$ cat config.mk
export PLATFORM = sky130hd
export DESIGN_NAME = fifo_flagged_flat
export DESIGN_NICKNAME = d
export VERILOG_FILES = /design/src/rtl/fifo_flagged_if.sv /design/src/rtl/fifo_flagged.sv /design/src/flat_wrapper.sv
export SDC_FILE = /design/constraint.sdc
export NUM_CORES = 1
export LEC_CHECK = 0
export CELL_PAD_IN_SITES_DETAIL_PLACEMENT = 1
export CELL_PAD_IN_SITES_GLOBAL_PLACEMENT = 1
export CORE_MARGIN = 2
export CORE_UTILIZATION = 40
export CTS_BUF_LIST = sky130_fd_sc_hd__clkbuf_16
export DETAILED_ROUTE_END_ITERATION = 6
export PLACE_DENSITY_LB_ADDON = 0.1
export SLEW_MARGIN = 20
export SYNTH_ARGS = -nofsm -noshare
export SYNTH_HDL_FRONTEND = slang
export SYNTH_SLANG_ARGS = --single-unit
$ cat constraint.sdc
create_clock -name clock -period 5.7 [get_ports clock]
set_input_delay 0.855 -clock clock [delete_from_list [all_inputs] [get_ports clock]]
set_output_delay 0.855 -clock clock [all_outputs]
set_load 0.01 [all_outputs]
$ cat src/rtl/fifo_flagged_if.sv
// Handshake/status bundle between a producer/consumer and fifo_flagged.
// The peak port exists only when FIFO_PEAK_EN is defined.
interface fifo_flagged_if #(
   parameter int DATA_WIDTH = 8,
   parameter int DEPTH      = 16
);
   localparam int CW = $clog2(DEPTH) + 1;

   logic                  flush;
   logic                  write_en;
   logic                  read_en;
   logic                  clear_err;
   logic [DATA_WIDTH-1:0] data_in;
   logic [DATA_WIDTH-1:0] data_out;
   logic                  full;
   logic                  empty;
   logic                  almost_full;
   logic                  almost_empty;
   logic [CW-1:0]         count;
   logic                  overflow;
   logic                  underflow;
`ifdef FIFO_PEAK_EN
   logic [CW-1:0]         peak;

   modport master (
      output flush, write_en, read_en, clear_err, data_in,
      input  data_out, full, empty, almost_full, almost_empty, count,
             overflow, underflow, peak
   );
   modport slave (
      input  flush, write_en, read_en, clear_err, data_in,
      output data_out, full, empty, almost_full, almost_empty, count,
             overflow, underflow, peak
   );
`else
   modport master (
      output flush, write_en, read_en, clear_err, data_in,
      input  data_out, full, empty, almost_full, almost_empty, count,
             overflow, underflow
   );
   modport slave (
      input  flush, write_en, read_en, clear_err, data_in,
      output data_out, full, empty, almost_full, almost_empty, count,
             overflow, underflow
   );
`endif
endinterface

$ cat src/rtl/fifo_flagged.sv
// Synchronous show-ahead FIFO with level/edge strobes, flush, threshold flags and
// sticky error flags. Define FIFO_PEAK_EN to add the count high-water mark output.
module fifo_flagged #(
   parameter int DATA_WIDTH = 8,
   parameter int DEPTH      = 16,
   parameter int AF_LEVEL   = DEPTH - 2,
   parameter int AE_LEVEL   = 2,
   parameter bit EDGE_MODE  = 1'b0
) (
   input  logic           clock,
   input  logic           reset,
   fifo_flagged_if.slave  bus
);
   localparam int AW = $clog2(DEPTH);
   localparam int CW = AW + 1;
   localparam logic [CW-1:0] DEPTH_C = CW'(DEPTH);
   localparam logic [CW-1:0] AF_C    = CW'(AF_LEVEL);
   localparam logic [CW-1:0] AE_C    = CW'(AE_LEVEL);

   logic [DATA_WIDTH-1:0] mem_q [DEPTH];

   logic [AW-1:0] wptr_q, wptr_d;
   logic [AW-1:0] rptr_q, rptr_d;
   logic [CW-1:0] count_q, count_d;
   logic          overflow_q, overflow_d;
   logic          underflow_q, underflow_d;
   logic          wr_hist_q, wr_hist_d;
   logic          rd_hist_q, rd_hist_d;

   logic wr_s, rd_s;
   logic wr_ok, rd_ok;
   logic ovf_set, udf_set;
   logic empty_w, full_w;

   assign empty_w = (count_q == '0);
   assign full_w  = (count_q == DEPTH_C);

   // History resets high so an enable held through reset release is not an edge.
   always_comb begin
      wr_s = bus.write_en;
      rd_s = bus.read_en;
      if (EDGE_MODE) begin
         wr_s = bus.write_en & ~wr_hist_q;
         rd_s = bus.read_en  & ~rd_hist_q;
      end
   end

   always_comb begin
      rd_ok       = rd_s & ~empty_w & ~bus.flush;
      wr_ok       = wr_s & (~full_w | rd_ok) & ~bus.flush;
      ovf_set     = wr_s & ~bus.flush & ~wr_ok;
      udf_set     = rd_s & ~bus.flush & empty_w;

      wptr_d      = wptr_q;
      rptr_d      = rptr_q;
      count_d     = count_q;
      wr_hist_d   = bus.write_en;
      rd_hist_d   = bus.read_en;

      if (bus.flush) begin
         wptr_d  = '0;
         rptr_d  = '0;
         count_d = '0;
      end else begin
         if (wr_ok) wptr_d = wptr_q + AW'(1);
         if (rd_ok) rptr_d = rptr_q + AW'(1);
         case ({wr_ok, rd_ok})
            2'b10:   count_d = count_q + CW'(1);
            2'b01:   count_d = count_q - CW'(1);
            default: count_d = count_q;
         endcase
      end

      // A new error in the same cycle takes priority over clear_err.
      overflow_d  = ovf_set | (overflow_q  & ~bus.clear_err);
      underflow_d = udf_set | (underflow_q & ~bus.clear_err);
   end

   always_ff @(posedge clock or negedge reset) begin
      if (!reset) begin
         wptr_q      <= '0;
         rptr_q      <= '0;
         count_q     <= '0;
         overflow_q  <= 1'b0;
         underflow_q <= 1'b0;
         wr_hist_q   <= 1'b1;
         rd_hist_q   <= 1'b1;
      end else begin
         wptr_q      <= wptr_d;
         rptr_q      <= rptr_d;
         count_q     <= count_d;
         overflow_q  <= overflow_d;
         underflow_q <= underflow_d;
         wr_hist_q   <= wr_hist_d;
         rd_hist_q   <= rd_hist_d;
      end
   end

   always_ff @(posedge clock) begin
      if (wr_ok) mem_q[wptr_q] <= bus.data_in;
   end

   assign bus.data_out     = mem_q[rptr_q];
   assign bus.count        = count_q;
   assign bus.empty        = empty_w;
   assign bus.full         = full_w;
   assign bus.almost_full  = (count_q >= AF_C);
   assign bus.almost_empty = (count_q <= AE_C);
   assign bus.overflow     = overflow_q;
   assign bus.underflow    = underflow_q;

`ifdef FIFO_PEAK_EN
   logic [CW-1:0] peak_q, peak_d;

   always_comb begin
      peak_d = (count_d > peak_q) ? count_d : peak_q;
      if (bus.clear_err) peak_d = '0;
   end

   always_ff @(posedge clock or negedge reset) begin
      if (!reset) peak_q <= '0;
      else        peak_q <= peak_d;
   end

   assign bus.peak = peak_q;
`endif

   // Pointer distance must always equal occupancy (modulo DEPTH).
   a_count_bound: assert property (@(posedge clock) disable iff (!reset)
      count_q <= DEPTH_C);
   a_ptr_count: assert property (@(posedge clock) disable iff (!reset)
      AW'(wptr_q - rptr_q) == count_q[AW-1:0]);

endmodule

$ cat src/flat_wrapper.sv
// flat-port wrapper written by rule: the top's interface ports become plain ports
module fifo_flagged_flat 
#(
   parameter int DATA_WIDTH = 8,
   parameter int DEPTH      = 16,
   parameter int AF_LEVEL   = DEPTH - 2,
   parameter int AE_LEVEL   = 2,
   parameter bit EDGE_MODE  = 1'b0
)
  (clock, reset, bus_flush, bus_write_en, bus_read_en, bus_clear_err, bus_data_in, bus_data_out, bus_full, bus_empty, bus_almost_full, bus_almost_empty, bus_count, bus_overflow, bus_underflow);
  fifo_flagged_if #(.DATA_WIDTH(DATA_WIDTH), .DEPTH(DEPTH)) bus_i ();
  input  logic clock;
  input  logic reset;
  input wire logic [$bits(bus_i.flush)-1:0] bus_flush;
  input wire logic [$bits(bus_i.write_en)-1:0] bus_write_en;
  input wire logic [$bits(bus_i.read_en)-1:0] bus_read_en;
  input wire logic [$bits(bus_i.clear_err)-1:0] bus_clear_err;
  input wire logic [$bits(bus_i.data_in)-1:0] bus_data_in;
  output wire logic [$bits(bus_i.data_out)-1:0] bus_data_out;
  output wire logic [$bits(bus_i.full)-1:0] bus_full;
  output wire logic [$bits(bus_i.empty)-1:0] bus_empty;
  output wire logic [$bits(bus_i.almost_full)-1:0] bus_almost_full;
  output wire logic [$bits(bus_i.almost_empty)-1:0] bus_almost_empty;
  output wire logic [$bits(bus_i.count)-1:0] bus_count;
  output wire logic [$bits(bus_i.overflow)-1:0] bus_overflow;
  output wire logic [$bits(bus_i.underflow)-1:0] bus_underflow;
  assign bus_i.flush = bus_flush;
  assign bus_i.write_en = bus_write_en;
  assign bus_i.read_en = bus_read_en;
  assign bus_i.clear_err = bus_clear_err;
  assign bus_i.data_in = bus_data_in;
  assign bus_data_out = bus_i.data_out;
  assign bus_full = bus_i.full;
  assign bus_empty = bus_i.empty;
  assign bus_almost_full = bus_i.almost_full;
  assign bus_almost_empty = bus_i.almost_empty;
  assign bus_count = bus_i.count;
  assign bus_overflow = bus_i.overflow;
  assign bus_underflow = bus_i.underflow;
  fifo_flagged #(.DATA_WIDTH(DATA_WIDTH), .DEPTH(DEPTH), .AF_LEVEL(AF_LEVEL), .AE_LEVEL(AE_LEVEL), .EDGE_MODE(EDGE_MODE)) u_core (.clock(clock), .reset(reset), .bus(bus_i));
endmodule
==> results.yml <==
place:
  preCtsSetupSlack_ns: 1.76
  port_buffers: 32
  gp_congestion: 0.762
  dp.final_hpwl_mm: 8.76
power_and_ir_drop:
  power.ir.vdd_worst_uv: 242
  power.density_nw_per_um2: 434
  leakagePower_nw: 2.39
die:
  die_area_um2: 15800
  core_area_um2: 14500
  io_pins: 33
  start_util_pct: 40.9
  rows: 44
  die_x_um: 126
  die_h_um: 126
cells_and_area:
  drive_gt1_share_pct: 17.1
  final_cell_mix: "edfxtp_1 (128), clkdlybuf4s50_1 (32), mux2i_1 (27)"
  final_common_cell: "edfxtp_1"
  multiInputGateArea_um2: 1620
  area_growth_pct: 19.5
  final_nets: 423
  fillers: 1434
  seq_area_um2: 4220
  diodes: 0
job:
  drv_cap: 0
timing:
  max_clock_freq_mhz: 249
  slew_headroom_pct: 28.8
  fin_ws_ns: 1.69
  setup_tns_ns: 0
  hold_violations: 0
  rsz0062_at_grt: "no"
  fin_crit_sh_pct: 70.4
  drv_slew: 0
  layout_min_cycle_time_ns: 4.01
  worstMarginPinSlew_ns: 1.06
  skew_ns: 0.0102
  setup_viol: 0
synth:
  synth-seq-cells: 143
  synth_top_flop_cell: "edfxtp_1"
  synthCells: 365
  async_flop_share_pct: 10.5
  yosys_warnings: 0
  syn_area_um2: 5940
  synth_area_leaders: "edfxtp_1 (65%), dfrtp_1 (6.3%), mux4_2 (6.1%), mux2i_1 (4.6%), mux2_2 (1.9%)"
  avgSynthCellArea_um2: 16.3
  synth_edf_count: 128
  yosysTopAreaCell: "edfxtp_1"
  synth_top_cell_area_share_pct: 64.7
  ys_types: 41
  syn-num-nets: 386
  ys_seq_area_share_pct: 71.0
route:
  finalWirelength_mm: 13.7
  wl_per_cell_um: 22.8
  via_per_inst: 5.48
  drtIter0Drc: 254
  final_antenna_net_count: 0
  drc: 0
  dr.pass1.iters: 4
  num_vias: 3280
critical_path:
  slowest_stage: "dfrtp_2"
  path_class: "register to output port"
  max_stage_delay_ns: 0.88
  startpoint_type: "register"
  crit_path_end_kind: "output port"
  required_ns: 4.85
  cp.arrival_ns: 3.16
  path_cells: "buf_4, mux2_2, o21ai_0, a21oi_1, o21ai_0, nand2_1, clkdlybuf4s50_1"
  worstPathMaxFanout: 25
  r2r_cells: 9
  cp_common_cell: "o21ai_0"
worst_hold_path:
  hp-class: "register to register"
  whs_path_depth: 2
clocking:
  cts_resized: 0
  clock_sinks: 143
  cts_tree: "yes"
  cts.path.max_buffers: 2
  htreeDepth: 4
  postCtsSetupRepairBufs: 0
  clkTransAtPathRegs_ns: 0.06
  cts_root_buf: "clkbuf_16"
  cts-hold-fix-buffers: 0
  clkLatencyLatePin_ns: 0.42
  numCtsBuffers: 17
grt:
  grt_pass1_vias: 3580
  antenna_found_initial: 0
  grt_usage_pct: 18.6
  grt_max_degree: 26
  grt_pass1_wl_mm: 21.4
  grt_overflow_total: 0
status:
  outcome: "finished, final reports clean"
registers in the layout, summed over array words and instances, names as in the netlist:
register,flops
u_core.wptr_q,4
u_core.bus.underflow,1
u_core.mem_q,128
u_core.bus.count,5
u_core.bus.overflow,1
u_core.rptr_q,4
metal layers:
| layer | track usage, % | part of all wire (%) | vias up |
|---|---|---|---|
| met1 | 25.1 | 46 | 1714 |
| met3 | 3.87 | 2.9 | 12 |
| met2 | 29.3 | 49 | 55 |
| met5 | 0 | 0 | - |
| met4 | 8.47 | 1.4 | 0 |
| li1 | - | - | 1499 |
area by class of cell:
cell class,count,area share [%]
Clock inverter,15,3.05
Timing Repair Buffer,36,4.94
Inverter,10,0.529
Multi-Input combinational cell,194,22.8
Tap cell,184,3.24
Clock buffer,17,5.99
Sequential cell,143,59.5
power by group:
part / total (mW) / switching (mW) / internal [mW]
Sequential: 1.26 / 0.0800 / 1.18
Clock: 1.20 / 0.426 / 0.775
Combinational: 0.617 / 0.305 / 0.311
final timing paths:
| kind | to | start | slack [ns] |
|---|---|---|---|
| worst min register to register | u_core.bus.underflow$_DFF_PN0_ | u_core.bus.underflow$_DFF_PN0_ | 0.56 |
| worst max-delay path | bus_data_out[6] | u_core.rptr_q[0]$_DFFE_PN0P_ | 1.69 |
| worst min-delay path | u_core.bus.underflow$_DFF_PN0_ | u_core.bus.underflow$_DFF_PN0_ | 0.56 |
| max in group asynchronous | u_core.rptr_q[0]$_DFFE_PN0P_ | reset | 4.30 |
| worst max register to register | u_core.bus.count[4]$_DFFE_PN0P_ | u_core.bus.count[1]$_DFFE_PN0P_ | 2.90 |
| min in group asynchronous | u_core.bus.count[3]$_DFFE_PN0P_ | reset | 0.87 |
worst max-delay path: cells and delay by family (launching register included):
| family | cells | cell delay, ns |
|---|---|---|
| mux | 1 | 0.37 |
| simple gates | 1 | 0.08 |
| flops | 1 | 0.88 |
| compound gates | 3 | 0.48 |
| buf+inv | 2 | 0.91 |
through the flow:
stage	hold slack [ns]	area, um2	total power [mW]	cells	util, %
final	0.557	7100	3.08	599	48.8
after global routing	0.578	7100	3.21	599	48.8
after CTS	0.569	7100	3.12	599	48.8
after detailed placement	0.558	6450	1.91	567	44.4
after global placement	0.522	6450	1.90	567	44.4
after floorplan	0.558	5940	1.65	365	-
Yosys cell counts, types with 2 or more instances:
cell        n
nor2_1     26
mux2i_1    27
clkbuf_1    9
buf_2       5
nand2b_1    4
a221oi_1    8
mux2_2     10
xor2_1      7
mux4_2     16
nand3_1     2
edfxtp_1  128
ha_1        7
nand2_1    19
and2_1      2
dfrtp_1    15
or3_1       2
a21oi_1    14
a22oi_1     8
inv_1      10
nand4_1     2
o22ai_1     2
nor3_1      4
o21ai_0    20
logic make-up after synthesis:
group	after synthesis	share of synthesized area, %
AOI/OAI and AO/OA	60	6.40
DFF	143	71.0
xor gates and xnor gates	8	1.18
muxes	53	12.5
and+or+nand+nor	66	5.31
adders and majority gates	7	1.47
buffers and inverters	28	2.09
Power figures use the tool's default switching activity.
